File: src/rtl/uart_mmio_if.sv
// Single-beat core data bus as seen by the UART register bridge.
// The master holds a request until it sees the one-cycle mem_ready pulse.
interface uart_mmio_if;
  logic        mem_valid;
  logic        mem_write;
  logic [1:0]  mem_addr;
  logic [31:0] mem_wdata;
  logic [3:0]  mem_wstrb;
  logic        mem_ready;
  logic [31:0] mem_rdata;

  modport master (
    output mem_valid, mem_write, mem_addr, mem_wdata, mem_wstrb,
    input  mem_ready, mem_rdata
  );

  modport slave (
    input  mem_valid, mem_write, mem_addr, mem_wdata, mem_wstrb,
    output mem_ready, mem_rdata
  );
endinterface

File: src/rtl/uart_mmio.sv
// Memory-mapped bridge between the core data bus and the UART FIFOs: a one-byte
// TX holding register, a one-byte prefetched RX buffer and a level interrupt.
module uart_mmio #(
  parameter bit IRQ_EN_RESET = 1'b0
) (
  input  logic        clk,
  input  logic        rst_n,
  uart_mmio_if.slave  bus,
  output logic        tx_available,
  output logic [7:0]  tx_data,
  input  logic        tx_ack,
  input  logic [7:0]  rx_data,
  output logic        rx_pop,
  input  logic        rx_ack,
  output logic        irq
);

  typedef enum logic {
    BUS_IDLE,
    BUS_RESP
  } bus_state_t;

  typedef enum logic [1:0] {
    RX_POP,
    RX_CHECK,
    RX_FULL
  } rx_state_t;

  localparam logic [1:0] REG_DATA   = 2'd0;
  localparam logic [1:0] REG_STATUS = 2'd1;
  localparam logic [1:0] REG_CTRL   = 2'd2;

  bus_state_t  bus_state, bus_state_next;
  rx_state_t   rx_state, rx_state_next;

  logic [31:0] resp_data;
  logic        resp_pops_rx;
  logic [7:0]  tx_hold;
  logic        tx_hold_valid;
  logic [7:0]  rx_buf;
  logic        rx_buf_valid;
  logic        irq_en;

  logic        req;
  logic        push_req;
  logic        complete;
  logic        push_accept;
  logic        ctrl_write;
  logic        data_read_pops;
  logic        rx_capture;
  logic        rx_release;
  logic [31:0] read_value;
  logic        unused_bus_bits;

  assign unused_bus_bits = ^{bus.mem_wdata[31:8], bus.mem_wstrb[3:1]};

  // A strobed DATA write only stalls while the holding register is full and
  // the UART is not draining it this very cycle.
  always_comb begin
    req            = (bus_state == BUS_IDLE) && bus.mem_valid;
    push_req       = req && bus.mem_write && (bus.mem_addr == REG_DATA) && bus.mem_wstrb[0];
    complete       = req && !(push_req && tx_hold_valid && !tx_ack);
    push_accept    = complete && push_req;
    ctrl_write     = complete && bus.mem_write && (bus.mem_addr == REG_CTRL) && bus.mem_wstrb[0];
    data_read_pops = complete && !bus.mem_write && (bus.mem_addr == REG_DATA) && rx_buf_valid;

    read_value = '0;
    if (!bus.mem_write) begin
      case (bus.mem_addr)
        REG_DATA:   read_value = rx_buf_valid ? {1'b1, 23'b0, rx_buf} : 32'h0;
        REG_STATUS: read_value = {29'b0, irq_en, tx_hold_valid, rx_buf_valid};
        REG_CTRL:   read_value = {31'b0, irq_en};
        default:    read_value = '0;
      endcase
    end

    bus_state_next = bus_state;
    case (bus_state)
      BUS_IDLE: if (complete) bus_state_next = BUS_RESP;
      BUS_RESP: bus_state_next = BUS_IDLE;
      default:  bus_state_next = BUS_IDLE;
    endcase
  end

  always_ff @(posedge clk) begin
    if (!rst_n) begin
      bus_state    <= BUS_IDLE;
      resp_data    <= '0;
      resp_pops_rx <= 1'b0;
    end else begin
      bus_state <= bus_state_next;
      if (complete) begin
        resp_data    <= read_value;
        resp_pops_rx <= data_read_pops;
      end
    end
  end

  assign bus.mem_ready = (bus_state == BUS_RESP);
  assign bus.mem_rdata = (bus_state == BUS_RESP) ? resp_data : 32'h0;

  // A new byte loading in the same cycle as the ack keeps the register full.
  always_ff @(posedge clk) begin
    if (!rst_n) begin
      tx_hold       <= '0;
      tx_hold_valid <= 1'b0;
    end else if (push_accept) begin
      tx_hold       <= bus.mem_wdata[7:0];
      tx_hold_valid <= 1'b1;
    end else if (tx_ack) begin
      tx_hold_valid <= 1'b0;
    end
  end

  assign tx_available = tx_hold_valid;
  assign tx_data      = tx_hold;

  // Prefetch loop: pop, wait one cycle for the registered ack, then either
  // hold the byte until software reads DATA or retry the pop.
  always_comb begin
    rx_capture    = (rx_state == RX_CHECK) && rx_ack;
    rx_release    = (rx_state == RX_FULL) && (bus_state == BUS_RESP) && resp_pops_rx;
    rx_state_next = rx_state;
    case (rx_state)
      RX_POP:   rx_state_next = RX_CHECK;
      RX_CHECK: rx_state_next = rx_ack ? RX_FULL : RX_POP;
      RX_FULL:  if (rx_release) rx_state_next = RX_POP;
      default:  rx_state_next = RX_POP;
    endcase
  end

  always_ff @(posedge clk) begin
    if (!rst_n) begin
      rx_state     <= RX_POP;
      rx_buf       <= '0;
      rx_buf_valid <= 1'b0;
    end else begin
      rx_state <= rx_state_next;
      if (rx_capture) begin
        rx_buf       <= rx_data;
        rx_buf_valid <= 1'b1;
      end else if (rx_release) begin
        rx_buf_valid <= 1'b0;
      end
    end
  end

  // Gated by rst_n so no pop reaches the UART while reset is held.
  assign rx_pop = rst_n && (rx_state == RX_POP);

  always_ff @(posedge clk) begin
    if (!rst_n) begin
      irq_en <= IRQ_EN_RESET;
      irq    <= 1'b0;
    end else begin
      if (ctrl_write) irq_en <= bus.mem_wdata[0];
      irq <= irq_en & rx_buf_valid;
    end
  end

endmodule

File: src/flat_wrapper.sv
// flat-port wrapper written by rule: the top's interface ports become plain ports
module uart_mmio_flat 
#(
  parameter bit IRQ_EN_RESET = 1'b0
)
  (clk, rst_n, tx_available, tx_data, tx_ack, rx_data, rx_pop, rx_ack, irq, bus_mem_valid, bus_mem_write, bus_mem_addr, bus_mem_wdata, bus_mem_wstrb, bus_mem_ready, bus_mem_rdata);
  uart_mmio_if bus_i ();
  input  logic clk;
  input  logic rst_n;
  output logic tx_available;
  output logic [7:0] tx_data;
  input  logic tx_ack;
  input  logic [7:0] rx_data;
  output logic rx_pop;
  input  logic rx_ack;
  output logic irq;
  input wire logic [$bits(bus_i.mem_valid)-1:0] bus_mem_valid;
  input wire logic [$bits(bus_i.mem_write)-1:0] bus_mem_write;
  input wire logic [$bits(bus_i.mem_addr)-1:0] bus_mem_addr;
  input wire logic [$bits(bus_i.mem_wdata)-1:0] bus_mem_wdata;
  input wire logic [$bits(bus_i.mem_wstrb)-1:0] bus_mem_wstrb;
  output wire logic [$bits(bus_i.mem_ready)-1:0] bus_mem_ready;
  output wire logic [$bits(bus_i.mem_rdata)-1:0] bus_mem_rdata;
  assign bus_i.mem_valid = bus_mem_valid;
  assign bus_i.mem_write = bus_mem_write;
  assign bus_i.mem_addr = bus_mem_addr;
  assign bus_i.mem_wdata = bus_mem_wdata;
  assign bus_i.mem_wstrb = bus_mem_wstrb;
  assign bus_mem_ready = bus_i.mem_ready;
  assign bus_mem_rdata = bus_i.mem_rdata;
  uart_mmio #(.IRQ_EN_RESET(IRQ_EN_RESET)) u_core (.clk(clk), .rst_n(rst_n), .bus(bus_i), .tx_available(tx_available), .tx_data(tx_data), .tx_ack(tx_ack), .rx_data(rx_data), .rx_pop(rx_pop), .rx_ack(rx_ack), .irq(irq));
endmodule
File: config.mk
export PLATFORM = sky130hd
export DESIGN_NAME = uart_mmio_flat
export DESIGN_NICKNAME = d
export VERILOG_FILES = /design/src/rtl/uart_mmio_if.sv /design/src/rtl/uart_mmio.sv /design/src/flat_wrapper.sv
export SDC_FILE = /design/constraint.sdc
export NUM_CORES = 1
export LEC_CHECK = 0
export BUFFER_PORTS_ARGS = -buffer_cell sky130_fd_sc_hd__buf_4
export CAP_MARGIN = 20
export CORE_AREA = 3 3 72 74
export DETAILED_ROUTE_END_ITERATION = 12
export DIE_AREA = 0 0 75 77
export PLACE_DENSITY = 0.62
export SYNTH_ARGS = -nofsm -noshare
export SYNTH_HDL_FRONTEND = slang
export SYNTH_SLANG_ARGS = --single-unit
File: constraint.sdc
create_clock -name clk -period 1.4 [get_ports clk]
set_input_delay 0 -clock clk [delete_from_list [all_inputs] [get_ports clk]]
set_output_delay 0 -clock clk [all_outputs]
set_load 0.1 [all_outputs]
Word level (Yosys, flattened, before mapping) --
Index checks and enable logic that the tools add are counted.
Cells by class: equal/unequal tests 5, multiplexer cells 13, reductions and logical operators 25, bitwise logic cells 2
Operators by type and width (number):
- $mux W32 | 3
- $pmux W32 S3 | 1
- $logic_and A1 B1 Y1 | 18
- $pmux W2 S3 | 1
- $mux W1 | 5
- $eq A2 B1 Y1 const B | 2
- $eq A2 B2 Y1 const B | 2
- $logic_not A2 Y1 | 2
- $mux W2 | 2
- $reduce_bool A2 Y1 | 2
- $logic_not A1 Y1 | 3
- $ne A2 B1 Y1 const B | 1
- $pmux W1 S2 | 1
- $and A1 B1 Y1 | 1
- $not A1 Y1 | 1
Storage, ports and cells: logic and storage cells 55, output and inout bits 44, bits in registers 56, bits of input ports 52

Longest topological paths before layout --
depth in word-level cells 12, gate-level depth with buffers 6, depth with buffers taken out 4

Worst setup path after synthesis --
OpenSTA, ideal clock, no wires.
path kind reg-to-output, start register u_core.rx_state[1], end output rx_pop, stages on the path, launching flop included 2, setup slack -1.004 ns, buffers on the path 0, data required time 1.400 ns, arrival time 2.404 ns, cell sequence dfxtp_1 > nor3_1
On the way: word-level cells in the longest chain between the ends 2
RTL lines:
- start, declared | line uart_mmio.sv:34 | rx_state_t rx_state, rx_state_next;
- start signal, assigned | line uart_mmio.sv:138 | rx_state <= rx_state_next;
- $logic_not A2 Y1 | line uart_mmio.sv:149 | assign rx_pop = rst_n && (rx_state == RX_POP);
- $logic_and A1 B1 Y1 | line uart_mmio.sv:149
- end, declared | line flat_wrapper.sv:14 | output logic rx_pop;
No other way between the ends.

Worst setup path after layout --
start register u_core.bus_state (netlist: u_core.bus.mem_ready), end output bus_mem_rdata[0]
On the way: word-level cells in the longest chain between the ends 1
RTL lines:
- start, declared | line uart_mmio.sv:33 | bus_state_t bus_state, bus_state_next;
- start signal, assigned | line uart_mmio.sv:91 | bus_state <= bus_state_next;
- $mux W32 | line uart_mmio.sv:100 | assign bus.mem_rdata = (bus_state == BUS_RESP) ? resp_data : 32'h0;
- end, declared | line flat_wrapper.sv:23 | output wire logic [$bits(bus_i.mem_rdata)-1:0] bus_mem_rdata;
No other way between the ends.

==> flow_metrics.py <==
metrics = {
    "yosys": {
        "synth_cells": 187,
        "synth_top_family_by_area": "simple AND/OR/NAND/NOR gates",
        "synth_top_area_share_pct": 41.35,
        "yosysWarnings": 0,
        "synth_fa_ha_area_share_pct": 0,
        "synth-simple-area-share_pct": 26.78,
        "synth_ff_type": "dfxtp_1",
        "ys_ff_latch": 33,
        "async_reset_ff_share_pct": 0,
        "synth_xor_area_share_pct": 0,
        "synth-compound-area-share_pct": 13.55,
        "synth_seq_area_share_pct": 41.35,
        "syn-cell-area_sq_um": 1598,
        "synth_common_cells": "33 x dfxtp_1, 33 x nand2_1, 23 x buf_4",
        "yosys.area.top_type": "dfxtp_1",
        "yosys-top-cells-area": "dfxtp_1 41%, buf_4 11%, nand2_1 7.8%, o21ai_0 5.3%, a21oi_1 4.1%",
        "synthMuxAreaShare_pct": 0.6265,
        "synth_edf_count": 0,
        "synthDistinctLibCells": 33,
        "syn_area_per_cell_sq_um": 8.544,
    },
    "cts": {
        "worstSkewPairLatency_ns": 0.28,
        "cts_tree": "done",
        "cts.clk_slew.worst_paths_ns": 0.06,
        "clkSinkCount": 33,
        "numCtsBuffers": 5,
        "cts.path.max_buffers": 2,
        "root_buffer": "clkbuf_8",
        "htree_levels": 2,
        "post_cts_buffers": 0,
    },
    "flow_run": {
        "max-cap-violations": 0,
    },
    "layout": {
        "nFillCells": 480,
        "drive_gt1_share_pct": 31.20,
        "areaGrowthSynthToFinish_pct": 37.67,
        "final_nets": 301,
        "antenna-diode-count": 0,
        "fin_util_pct": 47.19,
        "instances_no_fill": 304,
    },
    "worst_setup_path": {
        "crit_path_frequent_cell": "buf_4",
        "crit_family": "buffers and inverters",
        "arrival_ns": 1.22,
        "path_cells": "buf_4 -> and2_4 -> buf_4",
        "critPathMaxStageDelay_ns": 0.34,
        "critPathBufInv": 2,
        "path_class": "register to primary output",
        "ff2ff_path_depth": 5,
        "r2r_slack_ns": 0.19,
        "reg2reg_from": "u_core.tx_available",
        "r2r_end": "u_core.resp_data[1]",
        "endpoint_kind": "primary output",
        "critPathRequiredTime_ns": 1.40,
        "cp-start-kind": "register",
        "critical_path.max_fanout": 11,
        "crit_path_top_delay_cell": "dfxtp_4",
    },
    "sta": {
        "hold_viol": 0,
        "slew_viol_final": 0,
        "rsz0062_at_grt": "no",
        "holdWs_ns": 0.01551,
        "fmax_mhz": 817.1,
        "finalSetupViolations": 0,
        "clock_skew_ns": 0.005770,
        "fin_crit_ns": 1.224,
        "tns_ns": 0,
        "fin_crit_sh_pct": 87.42,
    },
    "worst_hold_path": {
        "worstHoldPathType": "primary input to register",
        "hold_depth": 2,
        "whs_endpoint": "u_core.bus.mem_ready",
        "hp-start": "rst_n",
    },
    "die": {
        "dieHeight_um": 77,
        "initial_core_util_pct": 34.28,
        "die_x_um": 75,
        "ios": 96,
        "dieArea_sq_um": 5775,
        "core_area_sq_um": 4661,
        "rows": 25,
    },
    "placed_design": {
        "port_buffers": 45,
        "routabilityCongestion": 0.7133,
        "post-dp-hpwl_um": 2452,
        "dp.cells": 280,
    },
    "global_route": {
        "grt-ovfl-total": 0,
        "grt_use_total_pct": 11.67,
        "grt_pass1_wl_um": 5299,
        "antenna_found_initial": 0,
        "grt_max_degree": 21,
        "grt_pass1_vias": 1200,
    },
    "drt": {
        "wirelength_um": 3299,
        "post_drt_wl_per_cell_um": 10.85,
        "vias_per_cell": 4.438,
        "drt_iter0_drc": 54,
        "drtAntennaViolNets": 0,
        "drc": 0,
        "via_count": 1349,
        "drtPass1Iterations": 4,
    },
    "outcome": {
        "status": "complete, no violations",
    },
    "pwr": {
        "p_per_area_nw_per_um2": 1118,
        "ir_drop_v": 0.0004283,
        "leakagePower_uw": 0.0009293,
    },
}
-- how the worst max path moves through the flow --
stage,depth (start not counted),slack (ns),to,startpoint
floorplan,5,0.02,u_core.tx_data[1],u_core.bus.mem_ready
detailed placement,5,0.20,u_core.resp_data[2],u_core.tx_available
global route,5,0.1,u_core.resp_data[1],u_core.tx_available
global placement,5,0.20,u_core.resp_data[1],u_core.tx_available
finish,3,0.18,bus_mem_rdata[0],u_core.bus.mem_ready
CTS,3,0.15,bus_mem_rdata[0],u_core.bus.mem_ready
-- where the power goes --
group          total [uW]  leakage, uW  internal, uW  switching, uW
Clock                 910    0.0000585           580            330
Combinational         562     0.000602           135            427
Sequential            988     0.000269           963           25.6
Total                2460     0.000929          1680            782
-- worst register-to-register path: cells and delay by family (launching register included) --
kind	cells	cell delay, ns
flip-flops	1	0.35
AO/OA/AOI/OAI	2	0.23
buffers and inverters	1	0.22
AND/OR/NAND/NOR	2	0.33
-- logic make-up (layout without fill, tap and decap cells) --
group,Yosys count,count (layout)
other,1,23
flip-flops,33,33
AND/OR/NAND/NOR,78,78
multiplexers,1,1
buffers and inverters,37,78
AO/OA/AOI/OAI,37,37
-- per-layer routing --
metal | GRT usage [%] | wire [um]
met1 | 13.85 | 1484
met2 | 18.82 | 1552
met3 | 3.539 | 212
met4 | 5.338 | 48
met5 | 0 | 0
-- sequential cells by signal, summed over array words and instances (netlist names) --
signal                flops
u_core.resp_data          9
u_core.rx_buf             8
u_core.tx_data            8
u_core.rx_state           2
u_core.bus.mem_ready      1
u_core.irq                1
u_core.irq_en             1
u_core.resp_pops_rx       1
u_core.rx_buf_valid       1
u_core.tx_available       1
-- placed cells by master (no fill, tap or decap), drive strengths merged, types with 2 or more instances in the layout --
cell type	synthesis	final
buf	26	51
nand3	13	13
clkbuf	8	7
o21ai	17	17
a21oi	13	13
nor4bb	2	2
and2	10	10
conb	1	23
nand2	33	33
nor2	4	4
or2	2	2
nand3b	3	3
dfxtp	33	33
a22o	2	2
nor3	3	3
dlygate4sd3	0	16
nand2b	2	2
inv	3	3
-- repair_timing --
item	CTS	global route
gates resized for setup	0	0
hold buffers	16	0
endpoints found under the hold margin	17	0
-- through the flow --
stage / power [uW] / setup slack, ns / area [sq um]
2_1_floorplan: 1497 / 0.02046 / 1728
3_3_place_gp: 1535 / 0.1972 / 1923
3_5_place_dp: 1536 / 0.2033 / 1923
4_1_cts: 2491 / 0.1483 / 2200
5_1_grt: 2554 / 0.09967 / 2200
6_report: 2460 / 0.1762 / 2200
-- area by class of cell --
class | instances | area [sq um] | area share, %
Tap cell | 54 | 67.56 | 3.072
Timing Repair Buffer | 67 | 555.5 | 25.26
Sequential cell | 33 | 668.1 | 30.38
Multi-Input combinational cell | 139 | 780.7 | 35.49
Clock buffer | 7 | 86.33 | 3.925
Inverter | 3 | 11.26 | 0.5119
Clock inverter | 1 | 30.03 | 1.365
No activity file was read; power rests on OpenSTA's default activity.
